## src/rtl/uart_rx.sv

```systemverilog
// Oversampling UART receiver: 2-flop synchronizer, start/data/parity/stop
// sampling at bit centres, output byte and flags held behind ap_valid/ap_ready.
module uart_rx #(
   parameter int unsigned OVERSAMPLE = 16
) (
   input  logic       clk,
   input  logic       ap_rstn,
   input  logic       rx,
   input  logic       pairty,
   input  logic       ap_ready,
   output logic       ap_valid,
   output logic [7:0] data,
   output logic       parity_err,
   output logic       frame_err,
   output logic       overrun
);

   localparam int unsigned CW = $clog2(OVERSAMPLE);
   localparam logic [CW-1:0] HALF_LAST = CW'(OVERSAMPLE / 2 - 1);
   localparam logic [CW-1:0] FULL_LAST = CW'(OVERSAMPLE - 1);

   typedef enum logic [2:0] {IDLE, STAR, TRSF, PARI, STOP, WAIT} state_t;

   state_t        state_q, state_d;
   logic [1:0]    sync_q;
   logic [CW-1:0] cnt_q, cnt_d;
   logic [2:0]    bit_q, bit_d;
   logic [7:0]    shift_q, shift_d;
   logic          perr_q, perr_d;
   logic [7:0]    data_q, data_d;
   logic          pe_q, pe_d;
   logic          fe_q, fe_d;
   logic          valid_q, valid_d;
   logic          ovr_q, ovr_d;
   logic          rx_s;
   logic          sample;
   logic          commit;
   logic          hs;

   assign rx_s = sync_q[1];
   assign hs   = valid_q & ap_ready;

   // The start bit is sampled half a bit after t0; every later sample is one full bit apart.
   assign sample = (state_q == STAR) ? (cnt_q == HALF_LAST) : (cnt_q == FULL_LAST);

   always_comb begin
      state_d = state_q;
      cnt_d   = cnt_q + CW'(1);
      bit_d   = bit_q;
      shift_d = shift_q;
      perr_d  = perr_q;
      commit  = 1'b0;
      if (sample) cnt_d = '0;
      unique case (state_q)
         IDLE: begin
            cnt_d = '0;
            if (!rx_s) state_d = STAR;
         end
         STAR: begin
            if (sample) begin
               if (rx_s) begin
                  state_d = IDLE;
               end else begin
                  state_d = TRSF;
                  bit_d   = '0;
                  perr_d  = 1'b0;
               end
            end
         end
         TRSF: begin
            if (sample) begin
               shift_d = {rx_s, shift_q[7:1]};
               bit_d   = bit_q + 3'd1;
               if (bit_q == 3'd7) state_d = pairty ? PARI : STOP;
            end
         end
         PARI: begin
            if (sample) begin
               perr_d  = rx_s ^ (^shift_q);
               state_d = STOP;
            end
         end
         STOP: begin
            if (sample) begin
               commit  = 1'b1;
               state_d = rx_s ? IDLE : WAIT;
            end
         end
         WAIT: begin
            if (rx_s) state_d = IDLE;
         end
         default: state_d = IDLE;
      endcase
   end

   // A commit coinciding with a handshake replaces the held byte without flagging overrun.
   always_comb begin
      data_d  = data_q;
      pe_d    = pe_q;
      fe_d    = fe_q;
      valid_d = valid_q;
      ovr_d   = ovr_q;
      if (hs) begin
         valid_d = 1'b0;
         ovr_d   = 1'b0;
      end
      if (commit) begin
         if (!valid_q || hs) begin
            data_d  = shift_q;
            pe_d    = perr_q;
            fe_d    = ~rx_s;
            valid_d = 1'b1;
         end else begin
            ovr_d = 1'b1;
         end
      end
   end

   always_ff @(posedge clk) begin
      if (!ap_rstn) begin
         state_q <= IDLE;
         sync_q  <= 2'b11;
         cnt_q   <= '0;
         bit_q   <= '0;
         shift_q <= '0;
         perr_q  <= 1'b0;
         data_q  <= '0;
         pe_q    <= 1'b0;
         fe_q    <= 1'b0;
         valid_q <= 1'b0;
         ovr_q   <= 1'b0;
      end else begin
         state_q <= state_d;
         sync_q  <= {sync_q[0], rx};
         cnt_q   <= cnt_d;
         bit_q   <= bit_d;
         shift_q <= shift_d;
         perr_q  <= perr_d;
         data_q  <= data_d;
         pe_q    <= pe_d;
         fe_q    <= fe_d;
         valid_q <= valid_d;
         ovr_q   <= ovr_d;
      end
   end

   assign ap_valid   = valid_q;
   assign data       = data_q;
   assign parity_err = pe_q;
   assign frame_err  = fe_q;
   assign overrun    = ovr_q;

endmodule

```

## config.mk

```make
export PLATFORM = sky130hd
export DESIGN_NAME = uart_rx
export DESIGN_NICKNAME = d
export VERILOG_FILES = /design/src/rtl/uart_rx.sv
export SDC_FILE = /design/constraint.sdc
export NUM_CORES = 1
export LEC_CHECK = 0
export CAP_MARGIN = 5
export CORE_ASPECT_RATIO = 1.1
export CORE_MARGIN = 2
export CORE_UTILIZATION = 55
export DETAILED_ROUTE_END_ITERATION = 7
export GPL_TIMING_DRIVEN = 0
export PLACE_DENSITY = 0.78
export RECOVER_POWER = 25
export SLEW_MARGIN = 20
export SYNTH_ARGS = -nofsm -noshare
export SYNTH_HDL_FRONTEND = slang
export SYNTH_SLANG_ARGS = --single-unit
```

## constraint.sdc

```tcl
create_clock -name clk -period 1.9 [get_ports clk]
set_input_delay 0.38 -clock clk [delete_from_list [all_inputs] [get_ports clk]]
set_output_delay 0.38 -clock clk [all_outputs]
set_load 0.02 [all_outputs]
```

# Word level (Yosys, flattened, before mapping)
# Index checks and enable logic that the tools add are counted.
# totals
register_bits	33
output_inout_bits	12
word_cells	73
# classes
addsub	2
n_eq_ne	16
muxes	28
bitwise	4
reduce_logical	12
# ops
cell	n
$mux 3	12
$pmux 3 s6	1
$ne 2x2->1 const B	8
$mux 1	12
$eq 3x3->1 const B	3
$reduce_and 4->1	2
$reduce_xor 8->1	1
$reduce_and 7->1	1
$eq 3x2->1 const B	2
$pmux 3 s2	1
$add 4x1->4 const B	1
$eq 4x3->1 const B	1
$eq 4x4->1 const B	1
$reduce_and 2->1	2
$reduce_bool 2->1	2
$add 3x1->3 const B	1
$eq 3x1->1 const B	1
$logic_not 3->1	1
$reduce_or 3->1	1
$mux 2	1
$not 1->1	2
$pmux 1 s2	1
$and 1x1->1	1
$logic_not 1->1	1
other kinds (2)	2

# Depth between registers and ports, before layout
# logic_depth
ltp_word	5
ltp_mapped	6
depth_no_buf	5

# Worst setup path before layout
# Ideal clock, no wire load.
# synth_path
kind	flip-flop to flip-flop
startpoint	register cnt_q[0]
endpoint	register state_q[0]
setup_time_ns	0.117
arrival_time_ns	1.534
t_required_ns	1.783
setup_slack_ns	0.248
stages_incl_launch_ff	6
cell_sequence	dfxtp_1 > ha_1 > and3_4 > mux2_2 > a221o_1 > a32o_1
# synth_via
elab_chain_cells	4
# synth_lines
element	line	source
start: declaration	26	logic [CW-1:0] cnt_q, cnt_d;
start signal: assignment	135	cnt_q <= cnt_d;
$eq 4x4->1 / $eq 4x3->1 (equally long branches)	44	assign sample = (state_q == STAR) ? (cnt_q == HALF_LAST) : (cnt_q == FULL_LAST);
$mux 1 *	44	
$ne 2x2->1 (no line)	-	
$reduce_and 7->1 (no line) *	-	
end signal: assignment	133	state_q <= state_d;
end: declaration	24	state_t state_q, state_d;
# Mark *: on every way between the ends. The rest lies on a longest branch, timed or not.
# A chain may end at the register's enable or synchronous reset.

# Worst setup path after layout
# Ends and elaborated chain as after synthesis.

==> flow_metrics.py <==
metrics = {
    "yosys": {
        "syn-num-nets": 165,
        "syn_area_um2": 1560,
        "synth_edf_count": 0,
        "yosysTopAreaCell": "dfxtp_1",
        "syn-mean-instance-area_um2": 9.93,
        "yosysMostFrequentCell": "dfxtp_1",
        "synth_area_leaders": "dfxtp_1 (42%), mux2i_1 (13%), nor2b_1 (8.4%)",
        "synth_commonest_cells": "dfxtp_1 (33), nor2b_1 (21), mux2i_1 (20)",
        "yosysWarnings": 0,
        "synth_cell_type_count": 41,
        "synthFlopType": "dfxtp_1",
        "syn_inst": 157,
        "synth-seq-cells": 33,
        "ys_seq_area_frac": 0.424,
        "synth_top_area_frac": 0.424,
        "synth-async-reset-ratio": 0,
    },
    "layout": {
        "final_cells": 213,
        "drive_gt1_frac": 0.0833,
        "final_area_um2": 1820,
        "finalNetCount": 188,
        "area_growth_pct": 16.7,
        "multi_input_area_um2": 835,
        "num-fill-cells": 232,
        "seq_area_um2": 661,
        "antenna_cells": 0,
    },
    "routing": {
        "num_vias": 1182,
        "vias_per_cell": 5.55,
        "drtAntennaViolNets": 0,
        "first_iter_violations": 31,
        "wirelength_mm": 2.95,
        "drc": 0,
        "drt-pass1-iter-count": 4,
        "avgRoutedWirePerCell_um": 13.9,
    },
    "grt": {
        "grt_overflow_total": 0,
        "grt_pass1_vias": 1165,
        "grt_start_max_net_pins": 11,
        "grt_first_pass_wirelength_mm": 5.02,
        "grt_antenna_before_repair": 0,
        "grtUsageTotal": 0.219,
    },
    "sta": {
        "maxSlewViolCount": 0,
        "timing.final.crit_period_ps": 1790,
        "max_slew_margin": 0.681,
        "whs_ps": 425,
        "fin_tns_setup_ps": 0,
        "timing.clock.skew_ps": 11.5,
        "period_share": 0.941,
        "final-hold-violation-count": 0,
        "setup_viol": 0,
        "fmax_ghz": 0.559,
        "rsz0062_at_grt": "no",
        "max_slew.worst_pin.slew_ps": 479,
    },
    "clocking": {
        "cts_made_buffers": 5,
        "cts_tree": "yes",
        "cts-root-buf": "clkbuf_4",
        "cts.sinks": 33,
        "hold_buffers": 0,
        "cts_max_path_buffers": 2,
        "htree_num_levels": 2,
        "cts.clk_slew.worst_paths_ps": 100,
        "clkLatencyLatePin_ps": 340,
    },
    "floorplanning": {
        "dieHeight_um": 59.8,
        "core_area_um2": 2730,
        "die_w_um": 54.8,
        "ios": 17,
        "initial_utilization": 0.572,
        "dieArea_um2": 3280,
        "rows": 20,
    },
    "placement": {
        "routabilityCongestion": 0.893,
        "port_buffers": 16,
        "dp_hpwl_mm": 2.09,
        "place_area_um2": 1760,
        "place_inst": 206,
    },
    "worst_setup_path": {
        "worstPathMaxFanout": 5,
        "r2r_slack_ps": 110,
        "path_class": "reg -> reg",
        "slowest_delay_ps": 370,
        "critPathArrivalTime_ps": 2040,
        "end_kind": "flip-flop",
        "reg2reg_depth": 5,
        "slowest_stage": "a221o_1",
        "worst_setup_path_start_kind": "flip-flop",
        "required_ps": 2150,
        "crit_chain": "ha_1 -> and3_4 -> mux2_2 -> a221o_1 -> a32o_1",
        "r2r-end": "state_q[0]$_SDFFE_PN0P_",
        "rr_startpoint": "cnt_q[0]$_SDFF_PP0_",
    },
    "hold_path": {
        "min_delay_path_depth": 1,
        "hp-class": "reg -> reg",
        "hp-start": "sync_q[0]$_SDFF_PN1_",
        "holdPathEnd": "sync_q[1]$_SDFF_PN1_",
    },
    "pwr": {
        "power_frac_seq": 0.602,
        "switching_share": 0.225,
        "clkPwrFrac": 0.350,
        "p_int_uw": 898,
        "peakVddDrop_mv": 0.535,
        "netSwitchingPower_uw": 260,
        "power_density_nw_per_um2": 636,
        "combPwrFrac": 0.047,
        "p_leak_uw": 0.000715,
        "power.total_uw": 1160,
    },
    "status": {
        "status": "complete, no violations",
    },
    "flow_run": {
        "drv_cap": 0,
    },
}
-- worst max path at each step --
stage                             start                 endpoint  slack (ps)  cells past startpoint
global route        cnt_q[0]$_SDFF_PP0_  state_q[0]$_SDFFE_PN0P_          10                      5
global placement               ap_ready   frame_err$_SDFFE_PN0P_          60                      6
CTS                 cnt_q[0]$_SDFF_PP0_  state_q[0]$_SDFFE_PN0P_         100                      5
floorplan           cnt_q[0]$_SDFF_PP0_  state_q[0]$_SDFFE_PN0P_         250                      5
detailed placement             ap_ready   frame_err$_SDFFE_PN0P_          50                      6
finish              cnt_q[0]$_SDFF_PP0_  state_q[0]$_SDFFE_PN0P_         110                      5
-- flip-flops by register name, summed over array words and instances, names as in the netlist --
name        count
ap_valid        1
bit_q           3
cnt_q           4
data            8
frame_err       1
overrun         1
parity_err      1
perr_q          1
shift_q         8
state_q         3
sync_q          2
-- final cells by class --
cell class,instances,area share
flip-flops and latches,33,0.363
inverters,3,0.00619
clock buffers,7,0.0303
multi-input cells,110,0.459
plain buffers,11,0.0309
repair buffers,16,0.0880
well taps,33,0.0227
-- per-layer routing --
layer  up-vias  global-route usage  share of wire
met5         -                   0              0
met4         0               0.114          0.015
met3         5              0.0700          0.048
met2        27               0.361           0.51
met1       558               0.248           0.42
li1        592                   -              -
-- power by group through the flow --
stage / clock [uW] / sequential [uW] / combinational, uW
5_1_grt: 445 / 698 / 60.8
6_report: 406 / 697 / 55.0
3_5_place_dp: 0 / 713 / 56.1
4_1_cts: 417 / 697 / 56.4
3_3_place_gp: 0 / 713 / 53.8
2_1_floorplan: 0 / 713 / 36.3
-- through the flow --
| step | worst slack (ps) | utilization |
|---|---|---|
| 2_1_floorplan | 248 | - |
| 3_3_place_gp | 61.1 | 0.645 |
| 3_5_place_dp | 51.1 | 0.645 |
| 4_1_cts | 104 | 0.666 |
| 5_1_grt | 12.3 | 0.667 |
| 6_report | 111 | 0.667 |
-- cells in the final DEF (no fill, tap or decap), types with 2 or more instances in the layout --
master,n
nor2_1,7
nand2b_1,3
buf_2,3
mux2_2,2
clkbuf_1,7
o22ai_1,2
nor2b_1,21
ha_1,3
mux2i_1,20
a22oi_1,2
xnor2_1,6
clkdlybuf4s50_1,15
inv_1,3
nand2_1,5
dfxtp_1,33
clkbuf_4,5
nand3_1,4
a21o_1,2
nor3b_1,3
a21oi_1,4
xor2_1,4
o211ai_1,2
-- worst max-delay path, delay by kind of cell, from the launching register on --
kind                     cells  cell delay, ps
AO/OA/AOI/OAI                2             610
adder cells (fa/ha/maj)      1             260
multiplexers                 1             250
flip-flops                   1             340
AND/OR/NAND/NOR              1             220
-- logic make-up after synthesis --
logic type | synth area share
flip-flops | 0.424
AND/OR/NAND/NOR | 0.203
XOR/XNOR | 0.0706
buffers and inverters | 0.0441
AO/OA/AOI/OAI | 0.0915
adder cells (fa/ha/maj) | 0.0241
multiplexers | 0.143
-- timing repair --
action | 4_1_cts | 5_1_grt
gates resized for setup | 0 | 1
setup endpoints to repair | 0 | 2
setup buffers | 0 | 0
(Power assumes the default switching activity.)
